==> config.mk <==
export PLATFORM = sky130hd
export DESIGN_NAME = ps2_receiver_flat
export DESIGN_NICKNAME = d
export VERILOG_FILES = /design/src/rtl/ps2_pkg.sv /design/src/rtl/ps2_receiver_if.sv /design/src/rtl/ps2_line_filter.sv /design/src/rtl/ps2_receiver.sv /design/src/flat_wrapper.sv
export SDC_FILE = /design/constraint.sdc
export NUM_CORES = 1
export LEC_CHECK = 0
export CAP_MARGIN = 0
export CELL_PAD_IN_SITES_DETAIL_PLACEMENT = 1
export CELL_PAD_IN_SITES_GLOBAL_PLACEMENT = 1
export CORE_ASPECT_RATIO = 0.8
export CORE_MARGIN = 2
export CORE_UTILIZATION = 37
export CTS_CLUSTER_SIZE = 30
export DETAILED_ROUTE_END_ITERATION = 8
export GPL_ROUTABILITY_DRIVEN = 0
export GPL_TIMING_DRIVEN = 0
export PLACE_DENSITY_LB_ADDON = 0.12
export SLEW_MARGIN = 20
export SYNTH_ARGS = -nofsm -noshare
export SYNTH_HDL_FRONTEND = slang
export SYNTH_SLANG_ARGS = --single-unit
==> constraint.sdc <==
create_clock -name clk -period 2.85 [get_ports clk]
set_clock_uncertainty 0.1 [all_clocks]
set_input_delay 0.7125 -clock clk [delete_from_list [all_inputs] [get_ports clk]]
set_output_delay 0.7125 -clock clk [all_outputs]
set_load 0.1 [all_outputs]
==> src/rtl/ps2_pkg.sv <==
// Shared types and constants for the PS/2 keyboard receiver.
package ps2_pkg;

    typedef enum logic [1:0] {
        IDLE,
        DATA,
        PARITY,
        STOP
    } ps2_state_e;

    localparam logic [7:0]  PS2_BREAK_CODE = 8'hF0;
    localparam logic [7:0]  PS2_EXT_CODE   = 8'hE0;
    localparam int unsigned PS2_DATA_BITS  = 8;

    // Odd parity: data bits plus parity bit must hold an odd number of ones.
    function automatic logic odd_parity_ok(input logic [7:0] data, input logic par);
        return ^{data, par};
    endfunction

endpackage

==> src/rtl/ps2_receiver_if.sv <==
// Output bundle of the PS/2 receiver: code strobe, prefix flags, error strobes, busy.
interface ps2_receiver_if;

    logic [7:0] o_data;
    logic       o_valid;
    logic       o_break;
    logic       o_ext;
    logic       o_parity_err;
    logic       o_frame_err;
    logic       o_busy;

    modport master (
        output o_data, o_valid, o_break, o_ext, o_parity_err, o_frame_err, o_busy
    );

    modport slave (
        input o_data, o_valid, o_break, o_ext, o_parity_err, o_frame_err, o_busy
    );

endinterface

==> src/rtl/ps2_line_filter.sv <==
// 2-FF synchroniser followed by a FILTER_LEN-deep all-equal hold filter.
// Resets to the idle-high level so no edge appears after reset release.
module ps2_line_filter #(
    parameter int unsigned FILTER_LEN = 8
) (
    input  logic clk,
    input  logic rst,
    input  logic raw_i,
    output logic level_o,
    output logic fall_o
);

    logic [1:0]            sync_q;
    logic [FILTER_LEN-1:0] hist_q;
    logic                  level_q;
    logic                  fall_q;

    always_ff @(posedge clk or posedge rst) begin
        if (rst) begin
            sync_q  <= '1;
            hist_q  <= '1;
            level_q <= 1'b1;
            fall_q  <= 1'b0;
        end else begin
            sync_q <= {sync_q[0], raw_i};
            hist_q <= {hist_q[FILTER_LEN-2:0], sync_q[1]};
            fall_q <= 1'b0;
            // Level only moves when every sample agrees; mixed history holds it.
            if (hist_q == '0 && level_q) begin
                level_q <= 1'b0;
                fall_q  <= 1'b1;
            end else if (hist_q == '1) begin
                level_q <= 1'b1;
            end
        end
    end

    assign level_o = level_q;
    assign fall_o  = fall_q;

endmodule

==> src/rtl/ps2_receiver.sv <==
// PS/2 host-bound frame receiver: filtered clock, 11-bit deserialiser, parity/framing
// checks and timeout recovery. PS2_RECEIVER_BREAK_DECODE_EN folds E0/F0 prefixes into flags.
module ps2_receiver
    import ps2_pkg::*;
#(
    parameter int unsigned FILTER_LEN     = 8,
    parameter int unsigned TIMEOUT_CYCLES = 100000
) (
    input  logic           clk,
    input  logic           rst,
    input  logic           i_ps2c,
    input  logic           i_ps2d,
    ps2_receiver_if.master bus
);

    localparam int unsigned TW = $clog2(TIMEOUT_CYCLES + 1);
    localparam logic [TW-1:0] TMAX      = TW'(TIMEOUT_CYCLES);
    localparam logic [TW-1:0] TMAX_M1   = TW'(TIMEOUT_CYCLES - 1);
    localparam logic [2:0]    LAST_BIT  = 3'(PS2_DATA_BITS - 1);

    logic       c_fall;
    logic [1:0] d_sync_q;
    logic       d_s;

    ps2_line_filter #(.FILTER_LEN(FILTER_LEN)) u_clk_filter (
        .clk    (clk),
        .rst    (rst),
        .raw_i  (i_ps2c),
        .level_o(),
        .fall_o (c_fall)
    );

    always_ff @(posedge clk or posedge rst) begin
        if (rst) d_sync_q <= '1;
        else     d_sync_q <= {d_sync_q[0], i_ps2d};
    end
    assign d_s = d_sync_q[1];

    ps2_state_e state_q;
    logic [2:0]    bitcnt_q;
    logic [7:0]    shift_q;
    logic          par_q;
    logic [TW-1:0] tcnt_q;
    logic [7:0]    data_q;
    logic          valid_q, perr_q, ferr_q, busy_q;
    logic          timeout_d;
`ifdef PS2_RECEIVER_BREAK_DECODE_EN
    logic          brk_q, ext_q, brk_flag_q, ext_flag_q;
`endif

    // A sample edge in the same cycle as expiry wins: the frame is still alive.
    always_comb begin
        timeout_d = (state_q != IDLE) && !c_fall && (tcnt_q == TMAX_M1);
    end

    always_ff @(posedge clk or posedge rst) begin
        if (rst) begin
            state_q  <= IDLE;
            bitcnt_q <= '0;
            shift_q  <= '0;
            par_q    <= 1'b0;
            tcnt_q   <= '0;
            data_q   <= '0;
            valid_q  <= 1'b0;
            perr_q   <= 1'b0;
            ferr_q   <= 1'b0;
            busy_q   <= 1'b0;
`ifdef PS2_RECEIVER_BREAK_DECODE_EN
            brk_q      <= 1'b0;
            ext_q      <= 1'b0;
            brk_flag_q <= 1'b0;
            ext_flag_q <= 1'b0;
`endif
        end else begin
            valid_q <= 1'b0;
            perr_q  <= 1'b0;
            ferr_q  <= 1'b0;
`ifdef PS2_RECEIVER_BREAK_DECODE_EN
            brk_q <= 1'b0;
            ext_q <= 1'b0;
`endif
            if (state_q == IDLE || c_fall)  tcnt_q <= '0;
            else if (tcnt_q != TMAX)        tcnt_q <= tcnt_q + 1'b1;

            if (timeout_d) begin
                state_q <= IDLE;
                busy_q  <= 1'b0;
                ferr_q  <= 1'b1;
`ifdef PS2_RECEIVER_BREAK_DECODE_EN
                brk_flag_q <= 1'b0;
                ext_flag_q <= 1'b0;
`endif
            end else if (c_fall) begin
                case (state_q)
                    IDLE: begin
                        if (!d_s) begin
                            state_q  <= DATA;
                            bitcnt_q <= '0;
                            busy_q   <= 1'b1;
                        end
                    end
                    DATA: begin
                        shift_q  <= {d_s, shift_q[7:1]};
                        bitcnt_q <= bitcnt_q + 1'b1;
                        if (bitcnt_q == LAST_BIT) state_q <= PARITY;
                    end
                    PARITY: begin
                        par_q   <= d_s;
                        state_q <= STOP;
                    end
                    STOP: begin
                        state_q <= IDLE;
                        busy_q  <= 1'b0;
                        if (!d_s || !odd_parity_ok(shift_q, par_q)) begin
                            ferr_q <= !d_s;
                            perr_q <= d_s;
`ifdef PS2_RECEIVER_BREAK_DECODE_EN
                            brk_flag_q <= 1'b0;
                            ext_flag_q <= 1'b0;
`endif
                        end else begin
`ifdef PS2_RECEIVER_BREAK_DECODE_EN
                            if (shift_q == PS2_EXT_CODE) begin
                                ext_flag_q <= 1'b1;
                            end else if (shift_q == PS2_BREAK_CODE) begin
                                brk_flag_q <= 1'b1;
                            end else begin
                                data_q     <= shift_q;
                                valid_q    <= 1'b1;
                                brk_q      <= brk_flag_q;
                                ext_q      <= ext_flag_q;
                                brk_flag_q <= 1'b0;
                                ext_flag_q <= 1'b0;
                            end
`else
                            data_q  <= shift_q;
                            valid_q <= 1'b1;
`endif
                        end
                    end
                    default: state_q <= IDLE;
                endcase
            end
        end
    end

    assign bus.o_data       = data_q;
    assign bus.o_valid      = valid_q;
    assign bus.o_parity_err = perr_q;
    assign bus.o_frame_err  = ferr_q;
    assign bus.o_busy       = busy_q;
`ifdef PS2_RECEIVER_BREAK_DECODE_EN
    assign bus.o_break = brk_q;
    assign bus.o_ext   = ext_q;
`else
    assign bus.o_break = 1'b0;
    assign bus.o_ext   = 1'b0;
`endif

endmodule

==> src/flat_wrapper.sv <==
// flat-port wrapper written by rule: the top's interface ports become plain ports
module ps2_receiver_flat import ps2_pkg::*;
#(
    parameter int unsigned FILTER_LEN     = 8,
    parameter int unsigned TIMEOUT_CYCLES = 100000
)
  (clk, rst, i_ps2c, i_ps2d, bus_o_data, bus_o_valid, bus_o_break, bus_o_ext, bus_o_parity_err, bus_o_frame_err, bus_o_busy);
  ps2_receiver_if bus_i ();
  input  logic clk;
  input  logic rst;
  input  logic i_ps2c;
  input  logic i_ps2d;
  output wire logic [$bits(bus_i.o_data)-1:0] bus_o_data;
  output wire logic [$bits(bus_i.o_valid)-1:0] bus_o_valid;
  output wire logic [$bits(bus_i.o_break)-1:0] bus_o_break;
  output wire logic [$bits(bus_i.o_ext)-1:0] bus_o_ext;
  output wire logic [$bits(bus_i.o_parity_err)-1:0] bus_o_parity_err;
  output wire logic [$bits(bus_i.o_frame_err)-1:0] bus_o_frame_err;
  output wire logic [$bits(bus_i.o_busy)-1:0] bus_o_busy;
  assign bus_o_data = bus_i.o_data;
  assign bus_o_valid = bus_i.o_valid;
  assign bus_o_break = bus_i.o_break;
  assign bus_o_ext = bus_i.o_ext;
  assign bus_o_parity_err = bus_i.o_parity_err;
  assign bus_o_frame_err = bus_i.o_frame_err;
  assign bus_o_busy = bus_i.o_busy;
  ps2_receiver #(.FILTER_LEN(FILTER_LEN), .TIMEOUT_CYCLES(TIMEOUT_CYCLES)) u_core (.clk(clk), .rst(rst), .i_ps2c(i_ps2c), .i_ps2d(i_ps2d), .bus(bus_i));
endmodule
==> results of run 1 <==
## per-stage QoR
step	utilization [%]	worst slack [ns]	power, uW
6_report	46.1	0.202	1610
3_5_place_dp	43.1	0.468	900
4_1_cts	46.1	0.166	1640
5_1_grt	46.1	0.120	1670
3_3_place_gp	42.6	-0.470	893
2_1_floorplan	-	0.659	880
## per-layer routing
metal | part of all wire, % | up-vias
met3 | 5.0 | 11
met2 | 39 | 27
met5 | 0 | -
met1 | 54 | 798
li1 | - | 773
met4 | 1.7 | 0
## state kept, by name, summed over array words and instances, names as in the netlist, 2 cells and up
register and flops:
u_core.d_sync_q 2, u_core.bus.o_data 8, u_core.u_clk_filter.sync_q 2, u_core.state_q 2, u_core.u_clk_filter.hist_q 8, u_core.shift_q 8, u_core.bitcnt_q 3, u_core.tcnt_q 17
## power by group
group	internal [uW]	leakage (uW)	switching, uW
Clock	412	0.0000960	314
Sequential	828	0.000752	6.08
Combinational	13.0	0.000415	36.4
Total	1250	0.00126	356
## layout by cell type (no fill, tap or decap), drive strengths merged
cell type and instances:
o2bb2ai 2, nor2b 1, clkbuf 17, xor2 9, or3b 1, nor4b 3
or4 1, nor4 4, or2 1, clkdlybuf4s50 15, nand3 9, nand2b 2
inv 9, clkinvlp 1, o21bai 1, mux2i 2, a41oi 1, a32o 1
and3 3, a22o 2, dfstp 13, conb 2, mux2 16, nor2 19
nand2 14, ha 9, nand4 6, o211ai 1, o21ai 9, buf 5
or3 1, a21oi 3, nor3 2, dfrtp 44, xnor2 13
## cell type report
type	count	area, um2	area share [%]
Clock inverter	1	7.51	0.252
Sequential cell	57	1440	48.4
Buffer	6	31.3	1.05
Timing Repair Buffer	16	178	5.96
Tap cell	84	105	3.52
Inverter	9	36.3	1.22
Clock buffer	15	186	6.25
Multi-Input combinational cell	138	996	33.4
## final timing paths
check | from | endpoint | slack (ns) | cells past startpoint
max | u_core.bus.o_data[6] | bus_o_data[6] | 0.20 | 1
min | u_core.u_clk_filter.sync_q[0] | u_core.u_clk_filter.sync_q[1] | 0.26 | 0
max reg2reg | u_core.state_q[0] | u_core.state_q[1] | 0.49 | 7
min reg2reg | u_core.u_clk_filter.sync_q[0] | u_core.u_clk_filter.sync_q[1] | 0.26 | 0
max in group asynchronous | rst | u_core.d_sync_q[0] | 1.67 | 3
min in group asynchronous | rst | u_core.bus.o_data[1] | 0.68 | 3
## kinds of logic (layout without fill, tap and decap cells)
logic type      after synthesis  after routing  synth area share (%)
compound gates               20             20                  5.16
xor+xnor                     22             22                  8.01
fa+ha+maj                     9              9                  4.50
buf+inv                      15             47                  2.60
flops                        57             57                  57.7
mux                          18             18                  8.51
other cells                   1              2                 0.150
simple gates                 67             67                  13.4
==> run summary, run 1 <==
Average detailed-routed wire length per instance - 14.4 um
EDFF count, synth - 0
H-tree level count - 3
Highest ir drop seen on vdd - 0.274 mV
CP Data Arrival Time - 1.84 ns
Buffer count from post-CTS setup fixing - 0
Number of endpoints with negative hold slack in the final report - 0
Required time of the critical path - 2.04 ns
Total wire length - 4710 um
GR Util met3 - 6.80%
Critical Path End Type - output port
Via count of the routed design - 1609
Post-route setup TNS - 0 ns
Synthesized area divided by synthesized cell count - 12.0 um2
Setup repair after global routing missed its margin - false
Most used flip-flop cell after synthesis - sky130_fd_sc_hd__dfrtp_1
Ranking of synthesized cells by area - sky130_fd_sc_hd__dfrtp_1 (44%), sky130_fd_sc_hd__dfstp_2 (14%), sky130_fd_sc_hd__mux2_2 (7.2%), sky130_fd_sc_hd__ha_1 (4.5%), sky130_fd_sc_hd__xnor2_1 (4.2%)
Met2 usage - 19.5%
Seq/Total Area, Yosys - 57.7%
Number of routed nets with antenna violations - 0
Critical path class - register to output port
Clock Root Buffer - sky130_fd_sc_hd__clkbuf_8
Static leakage power - 0.00126 uW
Slew Viols, Final - 0
Antenna violations before repair - 0
Cell area after synthesis - 0.00250 mm2
Post-CTS sizing - 0
Actual transition at the worst max-transition pin - 1.00 ns
Initial core utilization - 38.6%
Number of standard cells in the layout, taps in and fillers out - 326
Crit path buf inv count - 1
Largest fanout on the critical path - 2
Maximum clock frequency - 378 MHz
Endpoints failing setup - 0
Most frequent cells after synthesis - sky130_fd_sc_hd__dfrtp_1 (44), sky130_fd_sc_hd__nor2_1 (19), sky130_fd_sc_hd__mux2_2 (16), sky130_fd_sc_hd__nand2_1 (14), sky130_fd_sc_hd__dfstp_2 (13)
Number of standard cells after synthesis - 209
Area added between synthesis and finish - 19.3%
Total routing resource utilization after global routing - 15.1%
Post-detailed-placement half-perimeter wirelength - 3220 um
Post-synthesis cell type with the largest combined area - sky130_fd_sc_hd__dfrtp_1
Diodes inserted - 0
GRT busiest layer - met1
Share of the synthesized area in the top cell type - 44.0%
Critical-path cell list - clkdlybuf4s50_1
Kind of cell adding the most delay to the critical path - buffers and inverters
Placement Cell Area - 0.00279 mm2
Highest-delay cell along the critical path - sky130_fd_sc_hd__clkdlybuf4s50_1
Die boundary width - 95.9 um
Worst min-delay path class - register to register
Flops & latches, synth - 57
Number of nets in the finished design - 250
Share of the clock period used by the worst path after layout - 92.9%
Global route total overflow - 0
Count of different cell masters after synthesis - 37
Most instantiated library cell after synthesis - sky130_fd_sc_hd__dfrtp_1
Crit path launch type - register
Met1 routing resource usage after global routing - 22.2%
Worst-case hold slack - 0.256 ns
TritonCTS Sinks - 57
Clock latency at the later pin of the worst-skew pair - 0.33 ns
Via count of the first global-routing pass - 1745
Number of placed cells counting well taps - 310
TritonCTS clock tree - built
Yosys warns - 0
Wire length of the first global-routing pass - 8490 um
Violation count after the first detailed-route iteration - 46
Maximum capacitance violations - 0
Delay of the slowest cell on the worst path - 1.16 ns
Area inside the core boundary - 0.00647 mm2
Worst slew slack as a fraction of its limit - 33.1%
Maximum number of pins on one net before global-route repair - 58
Power per cell area - 539 mW/mm2
DIE HEIGHT - 77.5 um
Area of all placed cells without fillers - 0.00298 mm2
Via/cell ratio - 4.94
Number of iterations in the first detailed-routing pass - 4
Post-layout min period - 2.65 ns
Top Ports - 18
Post-cts hold buffer count - 0
Maximum number of buffers from clock root to sink - 2
Clock Pin Slew Worst Setup and Hold Paths - 0.06 ns
Cell row count - 26
Share of post-route cells with drive strength above 1 - 21.5%
Result of the run - finished, final reports clean
CTS buffer count - 9
Remaining routing DRC violations - 0
Port bufs - 15
Fraction of synthesis flops using an asynchronous set or reset pin - 100%
Overall die area - 0.00743 mm2
Filler Cell Count - 688
(Power assumes the default switching activity.)
==> inputs of run 2 (changes only) <==
--- a/config.mk
+++ b/config.mk
@@ -5,6 +5,7 @@
 export SDC_FILE = /design/constraint.sdc
 export NUM_CORES = 1
 export LEC_CHECK = 0
+export ABC_AREA = 1
 export CAP_MARGIN = 0
 export CELL_PAD_IN_SITES_DETAIL_PLACEMENT = 1
 export CELL_PAD_IN_SITES_GLOBAL_PLACEMENT = 1
@@ -13,8 +14,6 @@
 export CORE_UTILIZATION = 37
 export CTS_CLUSTER_SIZE = 30
 export DETAILED_ROUTE_END_ITERATION = 8
-export GPL_ROUTABILITY_DRIVEN = 0
-export GPL_TIMING_DRIVEN = 0
 export PLACE_DENSITY_LB_ADDON = 0.12
 export SLEW_MARGIN = 20
 export SYNTH_ARGS = -nofsm -noshare
==> run 2 against run 1 <==
  * Combinational power down 4.7%
  * Critical path depth up 9
  * Synthesized cell count is 62% higher
  * Clock power grew 30%
  * Total power up 13%
  * Global-route usage increased by 2.2 points
  * Wire length up 34%
  * Clock-buffer cell count decreased by 4
  * Area after synthesis rose by 12%
  * Non-clock buffer count shrank 6
  * Sequential share of layout area is 4.1 points lower
  * Critical endpoint is now u_core.state_q[1]
  * Largest cell class unchanged
  * Largest power group is now the clock network
==> run summary, run 2 <==
Result of the run - finished, final reports clean
Number of standard cells in the layout, taps in and fillers out - 457
Via/cell ratio - 4.89
Required time of the critical path - 2.99 ns
Setup repair after global routing missed its margin - false
CTS buffer count - 9
Antenna violations before repair - 0
TritonCTS clock tree - built
Critical Path End Type - register
Maximum number of buffers from clock root to sink - 2
Register name with the most flops - u_core.tcnt_q
Count of different cell masters after synthesis - 30
Cell area after synthesis - 0.00279 mm2
Via count of the first global-routing pass - 2281
Multi-input logic area - 0.00115 mm2
Maximum clock frequency - 482 MHz
Clock Pin Slew Worst Setup and Hold Paths - 0.07 ns
Final worst-path setup slack - 0.777 ns
Post-CTS sizing - 0
Post-detailed-placement half-perimeter wirelength - 4560 um
Number of iterations in the first detailed-routing pass - 4
Number of routed nets with antenna violations - 0
Clock Root Buffer - sky130_fd_sc_hd__clkbuf_8
Most used flip-flop cell after synthesis - sky130_fd_sc_hd__dfrtp_1
Share of the synthesized area in the top cell type - 39.4%
Reg-to-reg setup timing slack - 0.78 ns
Min-delay src - u_core.d_sync_q[0]
Overall die area - 0.00827 mm2
Sink of the worst hold path - u_core.d_sync_q[1]
Largest fanout on the critical path - 15
Initial core utilization - 38.0%
H-tree level count - 3
Top Ports - 18
DIE HEIGHT - 81.7 um
Startpoint of the most critical register-to-register path - u_core.state_q[0]
EDFF count, synth - 0
Most common cell after layout, fill and taps aside - sky130_fd_sc_hd__nand2_1
Placement Setup Slack - 0.760 ns
Critical path class - register to register
Flops & latches, synth - 57
Static leakage power - 0.00156 uW
Reg2Reg Capture Point - u_core.state_q[1]
Total routing resource utilization after global routing - 17.3%
Buffer count from post-CTS setup fixing - 0
Maximum capacitance violations - 0
Fraction of synthesis flops using an asynchronous set or reset pin - 100%
Flip-flop count of the largest register, all copies and words added - 17
TritonCTS Sinks - 57
Power per cell area - 559 mW/mm2
Clock latency at the later pin of the worst-skew pair - 0.35 ns
Number of nets in the finished design - 375
Ranking of synthesized cells by area - sky130_fd_sc_hd__dfrtp_1 (39%), sky130_fd_sc_hd__nand2_1 (13%), sky130_fd_sc_hd__dfstp_2 (12%), sky130_fd_sc_hd__nand3_1 (5.0%), sky130_fd_sc_hd__inv_1 (4.6%)
Violation count after the first detailed-route iteration - 62
Filler Cell Count - 903
Port bufs - 15
Seq/Total Area, Yosys - 51.6%
Share of post-route cells with drive strength above 1 - 16.1%
Most frequent cells in the layout - sky130_fd_sc_hd__nand2_1 (97), sky130_fd_sc_hd__dfrtp_1 (44), sky130_fd_sc_hd__inv_1 (33)
Number of standard cells after synthesis - 339
Wire length of the first global-routing pass - 10700 um
Number of endpoints with negative hold slack in the final report - 0
Path depth of the worst reg2reg path - 10
Number of placed cells counting well taps - 441
Slew Viols, Final - 0
Synthesized area divided by synthesized cell count - 8.24 um2
Area inside the core boundary - 0.00736 mm2
Global route total overflow - 0
Average detailed-routed wire length per instance - 13.8 um
Post-synthesis cell type with the largest combined area - sky130_fd_sc_hd__dfrtp_1
Maximum number of pins on one net before global-route repair - 58
Share of the clock period used by the worst path after layout - 72.7%
Sequential Area - 0.00144 mm2
Total wire length - 6320 um
Remaining routing DRC violations - 0
Highest ir drop seen on vdd - 0.249 mV
Cell row count - 28
Die boundary width - 101 um
Via count of the routed design - 2233
Yosys warns - 0
Area added between synthesis and finish - 16.7%
Most instantiated library cell after synthesis - sky130_fd_sc_hd__nand2_1
Post-cts hold buffer count - 0
Endpoints failing setup - 0
Diodes inserted - 0
Post-route setup TNS - 0 ns
Placer's final routability congestion estimate - 0.776
Worst min-delay path class - register to register
Crit path launch type - register
Most frequent cells after synthesis - sky130_fd_sc_hd__nand2_1 (97), sky130_fd_sc_hd__dfrtp_1 (44), sky130_fd_sc_hd__inv_1 (34), sky130_fd_sc_hd__nor2_1 (31), sky130_fd_sc_hd__nand3_1 (28)
Post-layout min period - 2.07 ns
CP Data Arrival Time - 2.21 ns
Cell depth of the worst hold path - 0
## run 2: cell count changes after synthesis, sizes merged, moves of 8 or more
cell,before,now
nand2,14,101
inv,9,38
nand3,9,29
mux2,16,0
nor2,19,35
o21ai,9,23
xnor2,13,0
a21oi,3,13
xor2,9,1
## run 2: layout make-up
class | count | area share (%)
Sequential cell | 57 | 44.3
Timing Repair Buffer | 16 | 4.30
Tap cell | 90 | 3.45
Multi-Input combinational cell | 236 | 35.2
Clock inverter | 5 | 3.15
Inverter | 42 | 5.30
Clock buffer | 11 | 4.34
## run 2: per-stage QoR
step | utilization (%) | area (um2) | hold slack [ns] | total power [uW]
detailed placement | 41.0 | 3020 | 0.247 | 898
finish | 44.3 | 3260 | 0.257 | 1820
floorplan | - | 2800 | 0.245 | 882
CTS | 44.3 | 3260 | 0.258 | 1850
global placement | 41.0 | 3020 | 0.245 | 897
global route | 44.3 | 3260 | 0.263 | 1890
## run 2: cells by family (layout without fill, tap and decap cells)
logic type / after synthesis / count (layout) / share of synthesized area, %
simple gates: 185 / 185 / 29.3
flops: 57 / 57 / 51.6
buf+inv: 47 / 74 / 7.43
compound gates: 39 / 39 / 7.12
fa+ha+maj: 9 / 9 / 4.03
other cells: 1 / 2 / 0.134
xor+xnor: 1 / 1 / 0.314
## run 2: metal layers
layer / wire length, um / share of wire (%) / global-route usage, %
met5: 0 / 0 / 0
met3: 209 / 3.3 / 6.64
met4: 87 / 1.4 / 5.68
met2: 2680 / 43 / 25.5
met1: 3330 / 53 / 23.5
## run 2: where the power goes
part	switching [uW]	total, uW	internal [uW]
clock	337	941	603
combinational	36.9	47.1	10.2
sequential	6.73	835	828
total	381	1820	1440
## run 2: how the worst max path moves through the flow
| stage | endpoint | start | depth (start not counted) |
|---|---|---|---|
| 2_1_floorplan | u_core.bitcnt_q[0] | rst | 1 |
| 3_3_place_gp | u_core.state_q[1] | u_core.state_q[0] | 10 |
| 3_5_place_dp | u_core.state_q[1] | u_core.state_q[0] | 10 |
| 4_1_cts | u_core.state_q[1] | u_core.state_q[0] | 10 |
| 5_1_grt | u_core.state_q[0] | u_core.state_q[0] | 10 |
| 6_report | u_core.state_q[1] | u_core.state_q[0] | 10 |
## run 2: worst max-delay path: stages, from the launching register on
cell	delay [ns]
sky130_fd_sc_hd__dfrtp_1	0.40
sky130_fd_sc_hd__inv_1	0.09
sky130_fd_sc_hd__ha_1	0.28
sky130_fd_sc_hd__nor2_4	0.30
sky130_fd_sc_hd__nand3_1	0.11
sky130_fd_sc_hd__nor2_1	0.11
sky130_fd_sc_hd__nand3_1	0.19
sky130_fd_sc_hd__nand2_1	0.16
sky130_fd_sc_hd__nand3_1	0.11
sky130_fd_sc_hd__nand2_1	0.07
sky130_fd_sc_hd__nand2_1	0.05
